File: config.mk
export PLATFORM = sky130hd
export DESIGN_NAME = register_bank
export DESIGN_NICKNAME = d
export VERILOG_FILES = /design/src/rtl/register_bank.sv
export SDC_FILE = /design/constraint.sdc
export NUM_CORES = 1
export LEC_CHECK = 0
export ABC_CLOCK_PERIOD_IN_PS = 2400
export BUFFER_PORTS_ARGS = -buffer_cell sky130_fd_sc_hd__buf_2
export CAP_MARGIN = 20
export CELL_PAD_IN_SITES_DETAIL_PLACEMENT = 2
export CELL_PAD_IN_SITES_GLOBAL_PLACEMENT = 2
export CORE_ASPECT_RATIO = 1.1
export CORE_MARGIN = 2
export CORE_UTILIZATION = 42
export CTS_CLUSTER_DIAMETER = 150
export DETAILED_ROUTE_END_ITERATION = 8
export GPL_ROUTABILITY_DRIVEN = 0
export PLACE_DENSITY_LB_ADDON = 0.1
export SYNTH_ARGS = -nofsm -noshare
export SYNTH_HDL_FRONTEND = slang
export SYNTH_SLANG_ARGS = --single-unit
export TNS_END_PERCENT = 50
File: constraint.sdc
create_clock -name i_w_clk -period 2.4 [get_ports i_w_clk]
set_input_delay 0 -clock i_w_clk [delete_from_list [all_inputs] [get_ports i_w_clk]]
set_output_delay 0 -clock i_w_clk [all_outputs]
set_load 0.02 [all_outputs]
File: src/rtl/register_bank.sv
// Bank of p_reg_count bus registers with addressed write/read, a display read port and sticky err flag.
// Define REGISTER_BANK_INCDEC_EN to compile in increment/decrement and the sticky wrap flag.
module register_bank #(
  parameter int p_data_width = 16,
  parameter int p_reg_count  = 8,
  parameter int p_addr_width = 3
) (
  input  logic                    i_w_clk,
  input  logic                    i_w_reset,
  input  logic [p_addr_width-1:0] i_w_addr,
  input  logic [p_data_width-1:0] i_w_in,
  input  logic                    i_w_we,
  input  logic                    i_w_oe,
  input  logic                    i_w_inc,
  input  logic                    i_w_dec,
  input  logic                    i_w_clr_flags,
  input  logic [p_addr_width-1:0] i_w_disp_sel,
  output logic [p_data_width-1:0] o_w_out,
  output logic [p_data_width-1:0] o_w_disp_out,
  output logic                    o_w_zero,
  output logic                    o_w_wrap,
  output logic                    o_w_err
);

  localparam logic [p_addr_width:0] REG_COUNT = (p_addr_width + 1)'(p_reg_count);

  logic [p_data_width-1:0] regs [p_reg_count];
  logic                    err;
  logic                    addr_ok;
  logic                    disp_ok;
  logic                    inc_en;
  logic                    dec_en;
  logic [p_data_width-1:0] cur;
  logic [p_data_width-1:0] nxt;
  logic                    wr_en;
  logic                    set_wrap;
  logic                    set_err;

  assign addr_ok = ({1'b0, i_w_addr} < REG_COUNT);
  assign disp_ok = ({1'b0, i_w_disp_sel} < REG_COUNT);
  assign cur     = addr_ok ? regs[i_w_addr] : '0;

`ifdef REGISTER_BANK_INCDEC_EN
  assign inc_en = i_w_inc;
  assign dec_en = i_w_dec;
`else
  logic unused_incdec;
  assign inc_en        = 1'b0;
  assign dec_en        = 1'b0;
  assign unused_incdec = i_w_inc ^ i_w_dec ^ set_wrap;
`endif

  // One action per edge, resolved in priority order
  always_comb begin
    wr_en    = 1'b0;
    nxt      = cur;
    set_wrap = 1'b0;
    set_err  = 1'b0;
    if (i_w_we && i_w_oe) begin
      set_err = 1'b1;
    end else if (!addr_ok && (i_w_we || inc_en || dec_en)) begin
      set_err = 1'b1;
    end else if (i_w_we) begin
      wr_en = 1'b1;
      nxt   = i_w_in;
    end else if (inc_en && dec_en) begin
      wr_en = 1'b0;
    end else if (inc_en) begin
      wr_en    = 1'b1;
      nxt      = cur + 1'b1;
      set_wrap = &cur;
    end else if (dec_en) begin
      wr_en    = 1'b1;
      nxt      = cur - 1'b1;
      set_wrap = ~|cur;
    end
  end

  always_ff @(negedge i_w_clk) begin
    if (i_w_reset) begin
      for (int i = 0; i < p_reg_count; i++) regs[i] <= '0;
      err <= 1'b0;
    end else begin
      if (wr_en) regs[i_w_addr] <= nxt;
      err <= set_err | (err & ~i_w_clr_flags);
    end
  end

`ifdef REGISTER_BANK_INCDEC_EN
  logic wrap;
  always_ff @(negedge i_w_clk) begin
    if (i_w_reset) wrap <= 1'b0;
    else           wrap <= set_wrap | (wrap & ~i_w_clr_flags);
  end
  assign o_w_wrap = wrap;
`else
  assign o_w_wrap = 1'b0;
`endif

  // Bus output is zero unless driving, so several banks can be OR-combined
  assign o_w_out      = (i_w_oe && !i_w_we && addr_ok) ? cur : '0;
  assign o_w_disp_out = disp_ok ? regs[i_w_disp_sel] : '0;
  assign o_w_zero     = addr_ok && (cur == '0);
  assign o_w_err      = err;

endmodule

==> run metrics <==
status=finished, violations left; failing checks=negative setup slack; max_cap viols=0; # IOs=64; Hold Vio Cnt, Final=0; synthesized area=6870 µm²; Post-Synth Adder-Cell Area=0; hold_sp=o_w_err; Core ar.=approximately 16000 µm²; Initial Util=0.425; Final Util=0.611; Hold Path Depth=2; Ys Warns=0; GRT overflow=0; xor and xnor area share after synthesis=0; cell taking the most area after synthesis=edfxtp_1; setup TNS=-27960 ps; clock-pin slew on the worst setup and hold paths=~130 ps; drt total wl=between 40000 and 50000 µm; Place WS=-833 ps; placed instance area=between 8000 and 9000 µm²; VDD IR-drop max=between 700 and 800 µV; Sinks on Clock Net=around 130; Synth Area in Compound Gates=0.0450; post-synthesis simple-gate area fraction=0.128; synthesized flop and latch total=~130; Detail Route Antenna Nets=0; CTS Buffer Depth=2; CTS buffer count=17; Distinct cells, synth=52; Post-synth EDFFs=128; initial antenna violation count=0; Synth Flop Type=edfxtp_1; setup slack after layout=-1580 ps; Seq/Total Area, Yosys=0.562; most frequent cell after synthesis=nor2_1; maximum number of pins on one net before global-route repair=33; Clock Tree Root=clkbuf_16; first-pass GRT wire length=52900 µm; Clock Skews=0 ps; crit path DAT=3980 ps; worst slew pin tran=roughly 1200 ps; Post-Synthesis Cells=524; r2r setup slk=~1700 ps; DRT iter0 DRCs=~920; Crit Path Max Fanout=2; DRC Markers=0; syn avg cell area=between 10 and 15 µm²; mux cell area share after synthesis=0.230; Finish-stage setup viols=34; kind of critical path=reg2out; worst skew pair latency=500 ps; Cells after DPL=between 800 and 900; crit path launch type=register; Total GRT Usage=0.432; Synthesized Nets=553; CP Data Required Time=around 2400 ps; # H-tree levels=4; main combinational cell family by area after synthesis=multiplexers; synthesis-to-finish area growth=43.8%; hold endpoint=o_w_err; Ant. Diodes=0; Pre-antenna DRT Iters=5; HP Class=reg2reg; die width=about 130 µm; reg2reg end=o_w_err; Crit. End Element=output pin; final instance area=~10000 µm²; CTS tree=yes; Port Buffer Count=60; row count=49; leak pwr=0.00407 µW; DIE HEIGHT=approximately 140 µm; full die area=about 17000 µm²; Synth area leaders=edfxtp_1 56%, mux4_2 15%, nor2_1 8.0%; commonest cells in the netlist=147 x nor2_1, 128 x edfxtp_1, 45 x mux4_2, 44 x nand2_1; unrepaired setup endpoints after global routing=true; power per cell area=873 nW/µm²; Fillers=~1400; Nets=810; drt wl/cell=~42 µm; ys async rst share=0; share of the synthesized area in the top cell type=0.559; worst r2r path cells=2; routed vias/inst=about 7; vias in the first global route=approximately 7500; Worst R2R Start=o_w_err; share of layout cells above drive strength 1=0.395; max-slew violations=0; via count=6781; Rel. slew slack=0.200; dpl hpwl=17400 µm; Non-Filler Instances=around 1000
==> layer usage <==
metal	track usage	up-vias	share of wire
met5	0	-	0
met4	0.291	0	0.088
met3	0.141	262	0.097
met2	0.686	690	0.49
met1	0.497	3345	0.33
li1	-	2484	-
==> cell families after synthesis <==
group           after synthesis
simple gates                216
compound gates               40
other cells                   1
buf+inv                      49
flops                       129
mux                          89
==> placed cells by master (no fill, tap or decap), drive strengths merged, types with 2 or more instances in the layout <==
cell type    n
edfxtp     128
mux2        22
bufinv       4
clkinvlp     4
o21bai       2
a21o         3
a221oi       2
nand3        5
and3b        2
nand2       44
clkinv       3
o211ai       3
nor2b        4
buf        154
mux2i       16
nor2       147
nand3b       2
a31o         4
a221o        2
a21oi        7
a31oi        3
clkbuf      17
mux4        51
nand2b       5
and2         2
inv        136
a22oi        3
==> layout make-up <==
type	instances	area, µm²	area share
clock buffer	17	425	0.0430
timing repair buffer	154	1480	0.150
sequential	129	3860	0.391
inverter	4	15.0	0.00152
multi-input combinational	346	3170	0.321
tap	204	255	0.0258
clock inverter	143	672	0.0680
==> state kept, by name, summed over array words and instances (netlist names) <==
name,cells
o_w_err,1
regs,128
==> what timing repair did <==
| action | CTS | global route |
|---|---|---|
| pin swaps | 14 | 11 |
| resized for setup | 99 | 49 |
| endpoints found under the hold margin | 0 | 0 |
| hold buffers | 0 | 0 |
| endpoints found under the setup margin | 33 | 34 |
| setup buffers | 17 | 9 |
==> per-stage QoR <==
step                      power, µW  hold slack [ps]
after detailed placement       4070              480
after global placement         4010              457
after global routing           8760              574
final                          8630              578
after floorplan                3590              346
after CTS                      7980              486
==> power breakdown <==
group / internal, µW / switching, µW / total [µW]
registers: 2620 / 136 / 2760
clock network: 2030 / 2480 / 4510
logic: 605 / 749 / 1350
==> worst max path at each step <==
| stage | startpoint | to | slack [ps] | cells past startpoint |
|---|---|---|---|---|
| after floorplan | regs[5][6] | o_w_zero | -460 | 5 |
| after global placement | regs[5][6] | o_w_zero | -790 | 6 |
| after detailed placement | regs[7][4] | o_w_zero | -830 | 6 |
| after CTS | regs[7][15] | o_w_zero | -1290 | 6 |
| after global routing | regs[1][0] | o_w_zero | -1560 | 6 |
| final | regs[1][0] | o_w_zero | -1580 | 6 |
==> worst max-delay path, stage by stage, from the launching register on <==
cell,delay [ps]
edfxtp_1,490
mux2_4,320
a221o_1,360
a2bb2oi_2,200
nand4b_1,260
nor4_4,410
buf_4,200
(Power assumes the default switching activity.)
